==> config.mk <==
export PLATFORM = sky130hd
export DESIGN_NAME = gpa_fhdo_dac_emu_flat
export DESIGN_NICKNAME = d
export VERILOG_FILES = /design/src/rtl/gpa_fhdo_pkg.sv /design/src/rtl/gpa_fhdo_dac_emu_if.sv /design/src/rtl/gpa_fhdo_sync_edge.sv /design/src/rtl/gpa_fhdo_dac_emu.sv /design/src/flat_wrapper.sv
export SDC_FILE = /design/constraint.sdc
export NUM_CORES = 1
export LEC_CHECK = 0
export ABC_CLOCK_PERIOD_IN_PS = 21900
export BUFFER_PORTS_ARGS = -buffer_cell sky130_fd_sc_hd__buf_4
export CORE_ASPECT_RATIO = 1.2
export CORE_MARGIN = 4
export CORE_UTILIZATION = 55
export CTS_CLUSTER_SIZE = 30
export DETAILED_ROUTE_END_ITERATION = 12
export GPL_TIMING_DRIVEN = 0
export PLACE_DENSITY = 0.73
export SLEW_MARGIN = 10
export SYNTH_ARGS = -nofsm -noshare
export SYNTH_HDL_FRONTEND = slang
export SYNTH_SLANG_ARGS = --single-unit
==> constraint.sdc <==
create_clock -name clk -period 21.9 [get_ports clk]
set_input_delay 1.095 -clock clk [delete_from_list [all_inputs] [get_ports clk]]
set_output_delay 1.095 -clock clk [all_outputs]
set_load 0.01 [all_outputs]
==> src/rtl/gpa_fhdo_pkg.sv <==
// Shared constants and types for the GPA-FHDO DAC emulator: register map,
// frame geometry and the frame FSM encoding.
package gpa_fhdo_pkg;

  localparam int FRAME_BITS = 24;
  localparam logic [4:0] BIT_CNT_SAT = 5'd25;

  localparam logic [15:0] DEV_ID        = 16'h2150;
  localparam logic [3:0]  SOFT_RST_CODE = 4'b1010;

  localparam logic [3:0] ADDR_NOP       = 4'h0;
  localparam logic [3:0] ADDR_DEVICE_ID = 4'h1;
  localparam logic [3:0] ADDR_SYNC      = 4'h2;
  localparam logic [3:0] ADDR_CONFIG    = 4'h3;
  localparam logic [3:0] ADDR_GAIN      = 4'h4;
  localparam logic [3:0] ADDR_TRIGGER   = 4'h5;
  localparam logic [3:0] ADDR_DAC0      = 4'h8;
  localparam logic [3:0] ADDR_DAC1      = 4'h9;
  localparam logic [3:0] ADDR_DAC2      = 4'hA;
  localparam logic [3:0] ADDR_DAC3      = 4'hB;

  typedef enum logic [1:0] {
    ST_IDLE   = 2'd0,
    ST_SHIFT  = 2'd1,
    ST_COMMIT = 2'd2
  } frame_state_t;

endpackage

==> src/rtl/gpa_fhdo_dac_emu_if.sv <==
// SPI + load-strobe bundle between the GPA-FHDO master and the DAC emulator.
// No valid/ready handshake: the master owns sclk/csn timing, the slave only answers on sdo.
interface gpa_fhdo_dac_emu_if;
  logic sclk_i;
  logic csn_i;
  logic sdi_i;
  logic ldacn_i;
  logic sdo_o;

  modport master (output sclk_i, output csn_i, output sdi_i, output ldacn_i, input sdo_o);
  modport slave  (input sclk_i, input csn_i, input sdi_i, input ldacn_i, output sdo_o);
endinterface

==> src/rtl/gpa_fhdo_sync_edge.sv <==
// Multi-stage synchronizer for one async line with single-clk rise/fall pulses.
module gpa_fhdo_sync_edge
  import gpa_fhdo_pkg::*;
#(
  parameter int   SYNC_STAGES = 2,
  parameter logic INIT        = 1'b0
) (
  input  logic clk,
  input  logic rst,
  input  logic din,
  output logic sync,
  output logic rise,
  output logic fall
);

  logic [SYNC_STAGES-1:0] sr;
  logic                   prev;

  always_ff @(posedge clk or posedge rst) begin
    if (rst) begin
      sr   <= {SYNC_STAGES{INIT}};
      prev <= INIT;
    end else begin
      sr   <= (sr << 1) | SYNC_STAGES'(din);
      prev <= sr[SYNC_STAGES-1];
    end
  end

  assign sync = sr[SYNC_STAGES-1];
  assign rise = sync & ~prev;
  assign fall = ~sync & prev;

endmodule

==> src/rtl/gpa_fhdo_dac_emu.sv <==
// Emulates the GPA-FHDO quad DAC SPI slave: 24-bit frames, buffered/synchronous
// channel updates via LDAC or TRIGGER, and readback of the previous read command.
module gpa_fhdo_dac_emu
  import gpa_fhdo_pkg::*;
#(
  parameter int SYNC_STAGES = 2
) (
  input  logic                clk,
  input  logic                rst,
  gpa_fhdo_dac_emu_if.slave   spi,
  output logic [15:0]         vout0_o,
  output logic [15:0]         vout1_o,
  output logic [15:0]         vout2_o,
  output logic [15:0]         vout3_o,
  output logic                frame_err_o,
  output frame_state_t        dbg_state
);

  logic sclk_sync, sclk_rise, sclk_fall;
  logic csn_sync, csn_rise, csn_fall;
  logic ldacn_sync, ldacn_rise, ldac_fall;

  gpa_fhdo_sync_edge #(.SYNC_STAGES(SYNC_STAGES), .INIT(1'b0)) u_sync_sclk (
    .clk(clk), .rst(rst), .din(spi.sclk_i),
    .sync(sclk_sync), .rise(sclk_rise), .fall(sclk_fall)
  );
  gpa_fhdo_sync_edge #(.SYNC_STAGES(SYNC_STAGES), .INIT(1'b1)) u_sync_csn (
    .clk(clk), .rst(rst), .din(spi.csn_i),
    .sync(csn_sync), .rise(csn_rise), .fall(csn_fall)
  );
  gpa_fhdo_sync_edge #(.SYNC_STAGES(SYNC_STAGES), .INIT(1'b1)) u_sync_ldacn (
    .clk(clk), .rst(rst), .din(spi.ldacn_i),
    .sync(ldacn_sync), .rise(ldacn_rise), .fall(ldac_fall)
  );

  logic [SYNC_STAGES-1:0] sdi_sr;
  logic                   sdi_sync;
  assign sdi_sync = sdi_sr[SYNC_STAGES-1];

  // A csn held low across reset would otherwise look like a fresh falling edge
  // once the synchronizer flushes; only arm after csn has been seen high.
  logic [SYNC_STAGES:0] flush_sr;
  logic                 armed;

  frame_state_t  state_q, state_n;
  logic [4:0]    bit_cnt_q;
  logic [23:0]   rx_sr_q, tx_sr_q;
  logic          start_frame, commit;

  logic          frame_rw;
  logic [3:0]    frame_addr;
  logic [15:0]   frame_data;

  logic [3:0][15:0] dac_buf_q, dac_buf_n, vout_q, vout_n;
  logic [15:0]      sync_q, sync_n, config_q, config_n, gain_q, gain_n;
  logic [23:0]      rd_word_q, rd_word_n;
  logic             rd_pending_q, rd_pending_n;
  logic [15:0]      rd_data;
  logic             soft_rst, trig_load;

  assign frame_rw   = rx_sr_q[23];
  assign frame_addr = rx_sr_q[19:16];
  assign frame_data = rx_sr_q[15:0];

  assign start_frame = (state_q == ST_IDLE) && csn_fall && armed;
  assign commit      = (state_q == ST_COMMIT) && (bit_cnt_q == 5'(FRAME_BITS));
  assign frame_err_o = (state_q == ST_COMMIT) && (bit_cnt_q != 5'(FRAME_BITS));

  always_comb begin
    state_n = state_q;
    case (state_q)
      ST_IDLE:   if (start_frame) state_n = ST_SHIFT;
      ST_SHIFT:  if (csn_rise) state_n = ST_COMMIT;
      ST_COMMIT: state_n = ST_IDLE;
      default:   state_n = ST_IDLE;
    endcase
  end

  always_ff @(posedge clk or posedge rst) begin
    if (rst) begin
      state_q   <= ST_IDLE;
      bit_cnt_q <= '0;
      rx_sr_q   <= '0;
      tx_sr_q   <= '0;
      sdi_sr    <= '0;
      flush_sr  <= '0;
      armed     <= 1'b0;
    end else begin
      state_q  <= state_n;
      sdi_sr   <= (sdi_sr << 1) | SYNC_STAGES'(spi.sdi_i);
      flush_sr <= {flush_sr[SYNC_STAGES-1:0], 1'b1};
      armed    <= armed | (flush_sr[SYNC_STAGES] & csn_sync);
      if (start_frame) begin
        bit_cnt_q <= '0;
        tx_sr_q   <= rd_pending_q ? rd_word_q : '0;
      end else if (state_q == ST_SHIFT) begin
        if (sclk_fall) begin
          rx_sr_q <= {rx_sr_q[22:0], sdi_sync};
          if (bit_cnt_q != BIT_CNT_SAT) bit_cnt_q <= bit_cnt_q + 5'd1;
        end
        if (csn_rise)       tx_sr_q <= '0;
        else if (sclk_rise) tx_sr_q <= {tx_sr_q[22:0], 1'b0};
      end
    end
  end

  assign spi.sdo_o = tx_sr_q[23];

  // Register file: buffer write is resolved before any LDAC/TRIGGER load in the same clk.
  always_comb begin
    dac_buf_n    = dac_buf_q;
    vout_n       = vout_q;
    sync_n       = sync_q;
    config_n     = config_q;
    gain_n       = gain_q;
    rd_word_n    = rd_word_q;
    rd_pending_n = rd_pending_q;
    soft_rst     = 1'b0;
    trig_load    = 1'b0;
    rd_data      = '0;

    case (frame_addr)
      ADDR_DEVICE_ID: rd_data = DEV_ID;
      ADDR_SYNC:      rd_data = sync_q;
      ADDR_CONFIG:    rd_data = config_q;
      ADDR_GAIN:      rd_data = gain_q;
      ADDR_DAC0, ADDR_DAC1, ADDR_DAC2, ADDR_DAC3: rd_data = dac_buf_q[frame_addr[1:0]];
      default:        rd_data = '0;
    endcase

    if (start_frame) rd_pending_n = 1'b0;

    if (commit) begin
      if (frame_rw) begin
        rd_word_n    = {1'b1, 3'b000, frame_addr, rd_data};
        rd_pending_n = 1'b1;
      end else begin
        case (frame_addr)
          ADDR_SYNC:   sync_n   = frame_data;
          ADDR_CONFIG: config_n = frame_data;
          ADDR_GAIN:   gain_n   = frame_data;
          ADDR_TRIGGER: begin
            if (frame_data[3:0] == SOFT_RST_CODE) soft_rst  = 1'b1;
            else if (frame_data[4])               trig_load = 1'b1;
          end
          ADDR_DAC0, ADDR_DAC1, ADDR_DAC2, ADDR_DAC3: begin
            dac_buf_n[frame_addr[1:0]] = frame_data;
            if (!sync_q[frame_addr[1:0]]) vout_n[frame_addr[1:0]] = frame_data;
          end
          default: ;
        endcase
      end
    end

    for (int ch = 0; ch < 4; ch++) begin
      if ((ldac_fall || trig_load) && sync_q[ch]) vout_n[ch] = dac_buf_n[ch];
    end

    if (soft_rst) begin
      dac_buf_n    = '0;
      vout_n       = '0;
      sync_n       = '0;
      config_n     = '0;
      gain_n       = '0;
      rd_word_n    = '0;
      rd_pending_n = 1'b0;
    end
  end

  always_ff @(posedge clk or posedge rst) begin
    if (rst) begin
      dac_buf_q    <= '0;
      vout_q       <= '0;
      sync_q       <= '0;
      config_q     <= '0;
      gain_q       <= '0;
      rd_word_q    <= '0;
      rd_pending_q <= 1'b0;
    end else begin
      dac_buf_q    <= dac_buf_n;
      vout_q       <= vout_n;
      sync_q       <= sync_n;
      config_q     <= config_n;
      gain_q       <= gain_n;
      rd_word_q    <= rd_word_n;
      rd_pending_q <= rd_pending_n;
    end
  end

  assign vout0_o   = vout_q[0];
  assign vout1_o   = vout_q[1];
  assign vout2_o   = vout_q[2];
  assign vout3_o   = vout_q[3];
  assign dbg_state = state_q;

  logic unused_sigs;
  assign unused_sigs = &{1'b0, sclk_sync, ldacn_sync, ldacn_rise, rx_sr_q[22:20]};

endmodule
==> src/flat_wrapper.sv <==
// flat-port wrapper written by rule: the top's interface ports become plain ports
module gpa_fhdo_dac_emu_flat import gpa_fhdo_pkg::*;
#(
  parameter int SYNC_STAGES = 2
)
  (clk, rst, vout0_o, vout1_o, vout2_o, vout3_o, frame_err_o, dbg_state, spi_sclk_i, spi_csn_i, spi_sdi_i, spi_ldacn_i, spi_sdo_o);
  gpa_fhdo_dac_emu_if spi_i ();
  input  logic clk;
  input  logic rst;
  output logic [15:0] vout0_o;
  output logic [15:0] vout1_o;
  output logic [15:0] vout2_o;
  output logic [15:0] vout3_o;
  output logic frame_err_o;
  output frame_state_t dbg_state;
  input wire logic [$bits(spi_i.sclk_i)-1:0] spi_sclk_i;
  input wire logic [$bits(spi_i.csn_i)-1:0] spi_csn_i;
  input wire logic [$bits(spi_i.sdi_i)-1:0] spi_sdi_i;
  input wire logic [$bits(spi_i.ldacn_i)-1:0] spi_ldacn_i;
  output wire logic [$bits(spi_i.sdo_o)-1:0] spi_sdo_o;
  assign spi_i.sclk_i = spi_sclk_i;
  assign spi_i.csn_i = spi_csn_i;
  assign spi_i.sdi_i = spi_sdi_i;
  assign spi_i.ldacn_i = spi_ldacn_i;
  assign spi_sdo_o = spi_i.sdo_o;
  gpa_fhdo_dac_emu #(.SYNC_STAGES(SYNC_STAGES)) u_core (.clk(clk), .rst(rst), .spi(spi_i), .vout0_o(vout0_o), .vout1_o(vout1_o), .vout2_o(vout2_o), .vout3_o(vout3_o), .frame_err_o(frame_err_o), .dbg_state(dbg_state));
endmodule
# --- After elaboration in Yosys (flattened, before gate mapping) ---
# Index checks and enable logic that the tools add are counted.
classes:
  n_reduce_logical: 41
  bitwise_logic: 17
  order_cmp: 3
  n_mux: 62
  n_eq_ne: 26
  add_sub_neg: 1
op_table:
  columns: ["op", "n"]
  rows:
  - ["$mux 64", 9]
  - ["$mux 16", 18]
  - ["$mux 24", 8]
  - ["$bwmux 64", 2]
  - ["$pmux 16 s5", 1]
  - ["$bmux 16 s2", 1]
  - ["$demux 16 s2", 1]
  - ["$reduce_bool 3->1", 9]
  - ["$eq 4x4->1 const B", 5]
  - ["$mux 5", 4]
  - ["$reduce_and 4->1", 4]
  - ["$reduce_bool 2->1", 8]
  - ["$reduce_and 3->1", 5]
  - ["$mux 1", 14]
  - ["$ne 3x2->1 const B", 4]
  - ["$ne 3x3->1 const B", 4]
  - ["$ne 5x5->1 const B", 2]
  - ["$logic_and 1x1->1", 9]
  - ["$eq 4x2->1 const B", 2]
  - ["$eq 4x3->1 const B", 2]
  - ["$or 2x1->2", 4]
  - ["$and 1x1->1", 6]
  - ["$not 1->1", 6]
  - ["$reduce_and 2->1", 3]
  - ["other kinds (17)", 19]
word_totals:
  input_bits: 6
  reg_bits: 271
  word_cells: 176
  output_inout_bits: 68

# --- Longest topological paths before layout ---
# Gate-level depths: netlist of run 1.
logic_depth:
  depth_word: 11
  mapped_depth: 11
  mapped_depth_nobuf: 7

# --- Cells and area by module ---
# A second synthesis of run 1 with hierarchy kept.
unflattened:
  hier_cells: 1066
  hier_area_um2: 12086.6
modules_own_cells:
  columns: ["module", "seq_area_each_um2", "area_per_inst_um2", "cells_each", "n_inst"]
  rows:
  - ["gpa_fhdo_dac_emu", 6481.2, 11797.6, 1048, 1]
  - ["gpa_fhdo_sync_edge (u_core.u_sync_csn ...)", 78.8, 97.6, 6, 2]
  - ["gpa_fhdo_sync_edge (u_core.u_sync_sclk)", 75.1, 93.8, 6, 1]

# --- Worst setup path before layout of run 1 ---
# No wires, ideal clock.
synth_path:
  path_kind: "flip-flop to output port"
  start: "register u_core.bit_cnt_q[0]"
  end: "output frame_err_o"
  path_stages_with_launch: 6
  required_time_ns: 20.805
  path_slack_ns: 19.676
  path_buffers: 1
  arrival_ns: 1.129
  path_cell_list: "dfrtp_1 inv_1 ha_1 and4b_1 buf_4 nor2_1"
synth_via:
  elab_chain_len: 2
synth_lines:
  columns: ["item", "line", "source"]
  rows:
  - ["start: declaration", "gpa_fhdo_dac_emu.sv:46", "logic [4:0] bit_cnt_q;"]
  - ["start signal: assignment", "gpa_fhdo_dac_emu.sv:99", "if (bit_cnt_q != BIT_CNT_SAT) bit_cnt_q <= bit_cnt_q + 5'd1;"]
  - ["$ne 5x5->1", "gpa_fhdo_dac_emu.sv:67", "assign frame_err_o = (state_q == ST_COMMIT) && (bit_cnt_q != 5'(FRAME_BITS));"]
  - ["$logic_and 1x1->1", "gpa_fhdo_dac_emu.sv:67", null]
  - ["end: declaration", "flat_wrapper.sv:14", "output logic frame_err_o;"]
# Every way passes these cells.

# --- Final worst setup path of run 1 ---
# Ends and elaborated chain as after synthesis.

==> summary.md, run 1 <==
| Metric | Value |
|---|---|
| Overflow left after global routing | `0` |
| Number of DRC violations after detailed routing | `0` |
| Hold WC Path Type | `reg -> reg` |
| Number of diodes added for antenna fixing | `0` |
| Overall global routing resource usage | `29.56%` |
| Number of buffers inserted by port buffering | `73` |
| Worst flop-to-flop path endpoint | `u_core.rx_sr_q[10]` |
| Floorplan die area | `roughly 25,000 um2` |
| End-of-flow core utilization | `65.00%` |
| Total number of vias | `10,020` |
| Quantity of hold-fixing buffers added after cts | `0` |
| Post-Layout Cell Count | `1,608` |
| Synthesized area | `roughly 12,000 um2` |
| Yosys cell types | `69` |
| Worst slew margin | `~44%` |
| Flop and latch count out of synthesis | `268` |
| Worst supply voltage drop on vdd | `0.07601 mV` |
| Largest net degree at the start of global routing | `~100` |
| Fmax | `roughly 0.34 GHz` |
| Initial cell density of the core | `56.25%` |
| Top FF cell, synth | `sky130_fd_sc_hd__dfrtp_1` |
| Count of routing violations after the opening detailed-route iteration | `962` |
| Post-Synthesis Mean Instance Area | `roughly 10 um2` |
| Internal reg-to-reg setup slack | `about 19,000 ps` |
| Longest Clk Path Bufs | `3` |
| Actual transition at the worst max-transition pin | `847.2 ps` |
| Worst-skew pair later-pin latency | `around 550 ps` |
| Post-Place Cell Area | `13,200 um2` |
| Fill cell total of the finished layout | `1,764` |
| Synth area leaders | `sky130_fd_sc_hd__dfrtp_1, sky130_fd_sc_hd__nand2_1, sky130_fd_sc_hd__a21oi_1, sky130_fd_sc_hd__mux4_2, sky130_fd_sc_hd__nor2_1` |
| Worst reg2reg path startpoint | `u_core.dbg_state[1]` |
| Share of async-settable or async-resettable flops after synthesis | `100.0%` |
| Number of enable flip-flop cells after synthesis | `0` |
| TritonRoute pass-1 iters | `7` |
| Number of violations of the max-capacitance limit | `0` |
| Post-synthesis cell count | `between 1,000 and 1,500` |
| Mapped Nets | `about 1,200` |
| Final count of hold timing violations | `0` |
| Post-route cell area | `14,160 um2` |
| Clock tree from TritonCTS | `built` |
| Run status | `completed` |
| Post-CTS clock slew at the launch and capture registers of the worst setup and hold paths | `60 ps` |
| Most common cell after layout, fill and taps aside | `sky130_fd_sc_hd__dfrtp_1` |
| Crit path launch type | `flip-flop` |
| Critical path startpoint | `u_core.bit_cnt_q[0]` |
| Number of antenna violations at the first check in global routing | `0` |
| Sum of routed wire length over all layers | `about 36,000 um` |
| Std-Cell Rows | `59` |
| Kind of critical path | `reg -> out` |
| Setup_tns | `0 ps` |
| Area share of the largest cell type after synthesis | `53.52%` |
| Via count of the first global-routing pass | `10,170` |
| Share of the yosys chip area belonging to registers | `54.81%` |
| Number of clock sinks | `268` |
| Routability congestion estimate | `0.9450` |
| Resized Gates After CTS | `0` |
| Pwr per Cell Area | `roughly 80 nW/um2` |
| Final worst path period need | `2977 ps` |
| Biggest fanout along the worst timing path | `8` |
| Vert. Die Dim | `171.5 um` |
| Layout-stage area growth over the synthesis result | `15.56%` |
| Antenna viol nets, final | `0` |
| Yosys Warn Count | `0` |
| Final clock period utilization by the worst path | `13.59%` |
| Core Footprint | `21,780 um2` |
| Biggest area consumer among synthesized cells | `sky130_fd_sc_hd__dfrtp_1` |
| Post-layout power | `1.129 mW` |
| R2r worst-path depth | `6` |
| Most frequent cells in the layout | `sky130_fd_sc_hd__dfrtp_1, sky130_fd_sc_hd__nand2_1, sky130_fd_sc_hd__a21oi_1, sky130_fd_sc_hd__nor2_1, sky130_fd_sc_hd__buf_4` |
| Number of endpoints failing setup at the final stage | `0` |
| Num CTS Buffers | `28` |
| Crit path capture type | `output pin` |
| Post-DR vias/cell | `6.228` |
| Setup clock skew after layout | `13.17 ps` |
| Layout cell share with drive strength beyond 1 | `between 15 and 20%` |
| Final Max Slew Viols | `0` |
| Die X-Extent | `between 100 and 150 um` |
| Required time reported for the critical path endpoint | `about 21,000 ps` |
| Placed instance count | `between 1,500 and 2,000` |
| Net count reported at finish | `1,322` |
| Buffer cell driving the clock tree root | `sky130_fd_sc_hd__clkbuf_16` |
| Deepest level of the CTS H-tree | `1` |
| Global-route wire length before repair | `56,930 um` |
| Per-cell routed wire length | `22.47 um` |
| Setup repair after global routing missed its margin | `no` |
| Destination of the critical timing path | `frame_err_o` |
| Ports placed on the boundary | `74` |
| DP HPWL | `25,870 um` |
| Crit path DAT | `1880 ps` |
| Leakage power summed over all cells | `6.185 nW` |
| Number of setup buffers added after CTS | `0` |
-- worst min-delay path by stage --
stage,start,cells after the start,to
floorplan,u_core.flush_sr[0],0,u_core.flush_sr[1]
finish,u_core.sdi_sr[0],0,u_core.sdi_sr[1]
global placement,u_core.sdi_sr[0],0,u_core.sdi_sr[1]
global route,u_core.sdi_sr[0],0,u_core.sdi_sr[1]
detailed placement,u_core.sdi_sr[0],0,u_core.sdi_sr[1]
CTS,u_core.sdi_sr[0],0,u_core.sdi_sr[1]
-- worst max-delay path, cell delays in order (launching register included) --
cell and delay (ps):
sky130_fd_sc_hd__dfrtp_1 390, sky130_fd_sc_hd__inv_1 90, sky130_fd_sc_hd__ha_1 220, sky130_fd_sc_hd__and4b_1 190
sky130_fd_sc_hd__buf_4 170, sky130_fd_sc_hd__nor2_1 140, sky130_fd_sc_hd__buf_4 140
-- area by class of cell --
class	count	area (um2)	share of cell area (%)
flip-flops and latches	268	6714	47.43
multi-input cells	791	4857	34.31
clock buffers	41	820.8	5.798
repair buffers	75	603.1	4.260
plain buffers	107	521.8	3.686
well taps	274	342.8	2.422
inverters	42	165.2	1.167
clock inverters	10	131.4	0.9281
-- metrics by stage --
| stage | hold WS [ps] | setup WS [ps] |
|---|---|---|
| 2_1_floorplan | 331.2 | 13430 |
| 3_3_place_gp | 331.9 | 10590 |
| 6_report | 344.9 | 18920 |
| 4_1_cts | 347.5 | 18900 |
| 3_5_place_dp | 335.8 | 19210 |
| 5_1_grt | 357.7 | 18860 |
-- cell families (layout without fill, tap and decap cells) --
family / count (synthesis) / count (layout) / share of synthesized area, %
AO/OA/AOI/OAI: 333 / 333 / 19.97
buffers and inverters: 149 / 275 / 5.546
multiplexers: 20 / 20 / 3.309
flip-flops: 268 / 268 / 54.81
XOR/XNOR: 4 / 4 / 0.2860
adder cells (fa/ha/maj): 3 / 3 / 0.3064
AND/OR/NAND/NOR: 430 / 430 / 15.75
other: 1 / 1 / 0.03061
-- power by group --
part	internal (mW)	switching (mW)
clock	0.295	0.200
combinational	0.0289	0.0657
sequential	0.521	0.0180
-- routing by layer --
metal	GRT usage, %	vias up	wire [um]
met5	0	-	0
met4	12.17	0	1455
met3	4.561	94	2877
met2	50.32	489	18030
met1	38.00	4946	13770
li1	-	4486	-
-- sequential cells by signal (all words and copies together), names as in the netlist, 3 cells and up --
name	cells
u_core.rx_sr_q	24
u_core.bit_cnt_q	5
u_core.flush_sr	3
u_core.vout3_o	16
u_core.vout1_o	16
u_core.rd_word_q	21
u_core.dac_buf_q	64
u_core.gain_q	16
u_core.tx_sr_q	24
u_core.vout0_o	16
u_core.vout2_o	16
u_core.sync_q	16
u_core.config_q	16
-- cells in the mapped netlist, types with 3 or more instances --
library cell and number:
sky130_fd_sc_hd__buf_4 8, sky130_fd_sc_hd__nor2_1 84, sky130_fd_sc_hd__nor2b_1 8, sky130_fd_sc_hd__a2111oi_2 11, sky130_fd_sc_hd__a22oi_1 8, sky130_fd_sc_hd__mux2_2 4, sky130_fd_sc_hd__dfstp_2 6, sky130_fd_sc_hd__o21ai_0 40
sky130_fd_sc_hd__nand3_1 27, sky130_fd_sc_hd__and3_1 7, sky130_fd_sc_hd__a22o_1 26, sky130_fd_sc_hd__and2_1 22, sky130_fd_sc_hd__a32oi_1 16, sky130_fd_sc_hd__nand2b_1 6, sky130_fd_sc_hd__nor3_2 3, sky130_fd_sc_hd__o2bb2ai_1 16
sky130_fd_sc_hd__a222oi_1 12, sky130_fd_sc_hd__o32ai_1 16, sky130_fd_sc_hd__mux4_2 16, sky130_fd_sc_hd__ha_1 3, sky130_fd_sc_hd__nand2_1 244, sky130_fd_sc_hd__a21oi_1 114, sky130_fd_sc_hd__a221oi_1 20, sky130_fd_sc_hd__o22ai_1 4
sky130_fd_sc_hd__xor2_1 3, sky130_fd_sc_hd__a21boi_0 12, sky130_fd_sc_hd__a2111oi_0 5, sky130_fd_sc_hd__inv_1 42, sky130_fd_sc_hd__a221o_1 16, sky130_fd_sc_hd__buf_6 6, sky130_fd_sc_hd__buf_1 4, sky130_fd_sc_hd__a41oi_1 3
sky130_fd_sc_hd__nor3_1 5, sky130_fd_sc_hd__clkbuf_1 53, sky130_fd_sc_hd__nand4_1 3, sky130_fd_sc_hd__buf_2 36, sky130_fd_sc_hd__dfrtp_1 262
Note: power is estimated with default switching activity, not from simulation.
==> inputs of run 2 (changes only) <==
ABC_CLOCK_PERIOD_IN_PS = 2850   (was 21900)
clock period = 2.85 ns   (was 21.9 ns; I/O delays follow)
==> run 2 against run 1 <==
Combinational power grew to 7.9 times the previous value. Global-route usage shrank 0.43 points. Cell area grew 0.50%. Routed wire length shrank 1.0%. Utilization grew 0.33 points. Setup slack lost 19000 ps. Largest power group unchanged. Sequential power grew to 7.7 times the previous value. Via count grew 0.31%. Count of clock-buffer cells in the layout shrank 3. Total power grew to 7.6 times the previous value. Cell count grew 0.31%. Die area is the same.
==> summary.md, run 2 (synthesis gave the netlist of run 1 again) <==
| Metric | Value |
|---|---|
| Buffer cell driving the clock tree root | `sky130_fd_sc_hd__clkbuf_16` |
| Worst-case setup margin in the final layout | `120.6 ps (-18,800 ps)` |
| Most common cell after layout, fill and taps aside | `sky130_fd_sc_hd__dfrtp_1` |
| Vert. Die Dim | `171.5 um (unchanged)` |
| Hold Worst Slack | `265.8 ps (-79.09 ps)` |
| TritonRoute pass-1 iters | `8 (+1)` |
| Post-layout power | `8.527 mW (+660%)` |
| Number of violations of the max-capacitance limit | `0 (unchanged)` |
| Fmax | `0.3664 GHz` |
| Registers with the highest flip-flop counts | `u_core.dac_buf_q x64, u_core.rx_sr_q x24, u_core.tx_sr_q x24` |
| Net count reported at finish | `1,331 (+0.68%)` |
| Routability congestion estimate | `0.9152 (-3.2%)` |
| Biggest fanout along the worst timing path | `10 (+2)` |
| Final Max Slew Viols | `0 (unchanged)` |
| Run status | `completed` |
| Share of total power in sequential cells | `48.6% (+0.8 points)` |
| Crit path capture type | `flip-flop` |
| End-of-flow core utilization | `65.33% (+0.33 points)` |
| Final worst path period need | `2729 ps` |
| Crit path DAT | `3130 ps (+1250 ps)` |
| Sum of routed wire length over all layers | `35,760 um (-1.0%)` |
| Die X-Extent | `144.2 um (unchanged)` |
| Number of buffers inserted by port buffering | `73 (unchanged)` |
| Hold WC Path Type | `in -> reg` |
| Clock tree from TritonCTS | `built` |
| Via count of the first global-routing pass | `10,400 (+2.2%)` |
| Final clock period utilization by the worst path | `95.77%` |
| Overflow left after global routing | `0 (unchanged)` |
| Post-DR vias/cell | `6.228 (about the same)` |
| Total number of vias | `10,050 (+0.31%)` |
| Largest register by flop count | `u_core.dac_buf_q` |
| Core Footprint | `21,780 um2 (unchanged)` |
| Setup_tns | `0 ps (unchanged)` |
| Worst Setup Slack post-DPL | `178.4 ps (-19,030 ps)` |
| Number of DRC violations after detailed routing | `0 (unchanged)` |
| Design internal power | `6.396 mW (+660%)` |
| Relative contribution of the clock network to total power | `42.7% (-1.1 points)` |
| Comb power frac | `8.7% (+0.3 points)` |
| Count of routing violations after the opening detailed-route iteration | `900 (-6.4%)` |
| Required time reported for the critical path endpoint | `3250 ps (-17,560 ps)` |
| Setup repair after global routing missed its margin | `no` |
| Pwr per Cell Area | `599.3 nW/um2 (+650%)` |
| Fill cell total of the finished layout | `1,741 (-1.3%)` |
| Layout-stage area growth over the synthesis result | `16.14%` |
| Setup clock skew after layout | `9.949 ps (-3.220 ps)` |
| Max reg flops | `64 (unchanged)` |
| Number of antenna violations at the first check in global routing | `0 (unchanged)` |
| Worst supply voltage drop on vdd | `0.5799 mV (+660%)` |
| Per-cell routed wire length | `22.17 um (-1.3%)` |
| Actual transition at the worst max-transition pin | `814.8 ps (-32.45 ps)` |
| Kind of critical path | `reg -> reg` |
| Largest net degree at the start of global routing | `40 (-61%)` |
| Deepest level of the CTS H-tree | `1 (unchanged)` |
| Number of clock sinks | `268 (unchanged)` |
| Leakage power summed over all cells | `6.211 nW (+0.41%)` |
| Most frequent cells in the layout | `sky130_fd_sc_hd__dfrtp_1, sky130_fd_sc_hd__nand2_1, sky130_fd_sc_hd__a21oi_1, sky130_fd_sc_hd__nor2_1, sky130_fd_sc_hd__buf_4` |
| DP HPWL | `25,970 um (+0.37%)` |
| Num CTS Buffers | `27 (-3.6%)` |
| Switching power total | `2.131 mW (+650%)` |
| Worst-skew pair later-pin latency | `530 ps (-20 ps)` |
| Worst slew margin | `45.57% (+2.0 points)` |
| Antenna viol nets, final | `0 (unchanged)` |
| Crit path launch type | `flip-flop` |
| Overall global routing resource usage | `29.13% (-0.43 points)` |
| Post-CTS clock slew at the launch and capture registers of the worst setup and hold paths | `60 ps (about the same)` |
| Layout cell share with drive strength beyond 1 | `17.18% (+0.086 points)` |
| Ports placed on the boundary | `74 (unchanged)` |
| Initial cell density of the core | `56.25% (unchanged)` |
| Longest Clk Path Bufs | `3 (unchanged)` |
| Floorplan die area | `24,740 um2 (unchanged)` |
| Number of diodes added for antenna fixing | `0 (unchanged)` |
| Global-route wire length before repair | `56,570 um (-0.62%)` |
| Number of endpoints failing setup at the final stage | `0 (unchanged)` |
| Resized Gates After CTS | `0 (unchanged)` |
| Final count of hold timing violations | `0 (unchanged)` |
| Std-Cell Rows | `59 (unchanged)` |
| Footprint of the multi-input gates | `4857 um2 (unchanged)` |
| Sequential cell area | `6714 um2 (unchanged)` |
| Switching Share | `24.99% (-0.14 points)` |
run 2: per-layer routing:
metal / track usage (%) / part of all wire [%] / vias up
li1: - / - / 4505
met1: 37.18 / 38 / 4993
met2: 49.90 / 51 / 450
met3: 4.727 / 7.4 / 98
met4: 11.56 / 3.6 / 0
met5: 0 / 0 / -
run 2: worst paths after layout:
check / startpoint / end / slack [ps] / depth (start not counted)
hold reg to reg: u_core.flush_sr[1] / u_core.flush_sr[2] / 350 / 0
max in group asynchronous: rst / u_core.dac_buf_q[45] / 1380 / 6
setup / recovery: u_core.dbg_state[1] / u_core.rx_sr_q[10] / 120 / 6
min in group asynchronous: rst / u_core.armed / 330 / 3
setup reg to reg: u_core.dbg_state[1] / u_core.rx_sr_q[10] / 120 / 6
hold / removal: spi_csn_i / u_core.u_sync_csn.sr[0] / 270 / 2
run 2: through the flow:
stage          std cells  cell area (um2)
3_3_place_gp        1555            13150
4_1_cts             1613            14230
6_report            1613            14230
5_1_grt             1613            14230
3_5_place_dp        1562            13290
2_1_floorplan       1208            12250
run 2: layout make-up:
class                           instances  area share, %
Tap cell                              274          2.410
Clock buffer                           38          5.461
Multi-Input combinational cell        791          34.14
Clock inverter                          8         0.8091
Timing Repair Buffer                   85          5.189
Buffer                                107          3.667
Inverter                               42          1.134
Sequential cell                       268          47.19
run 2: power by group through the flow:
stage	Clock (mW)	Sequential, mW	Combinational, mW
2_1_floorplan	0	4.17	0.492
3_5_place_dp	0	4.21	0.731
4_1_cts	3.64	4.14	0.741
5_1_grt	3.82	4.17	0.819
3_3_place_gp	0	4.21	0.685
6_report	3.64	4.15	0.742
run 2: worst max-delay path, cell delays in order, from the launching register on:
cell,delay [ps]
sky130_fd_sc_hd__dfrtp_1,500
sky130_fd_sc_hd__nand2b_1,260
sky130_fd_sc_hd__nor3b_1,680
sky130_fd_sc_hd__clkbuf_1,500
sky130_fd_sc_hd__buf_2,400
sky130_fd_sc_hd__nand2_1,90
sky130_fd_sc_hd__o21ai_0,170
run 2: what timing repair did:
item                                   in CTS  in global routing
buffers inserted                            0                  0
hold buffers                                5                  0
endpoints found under the hold margin      33                  0
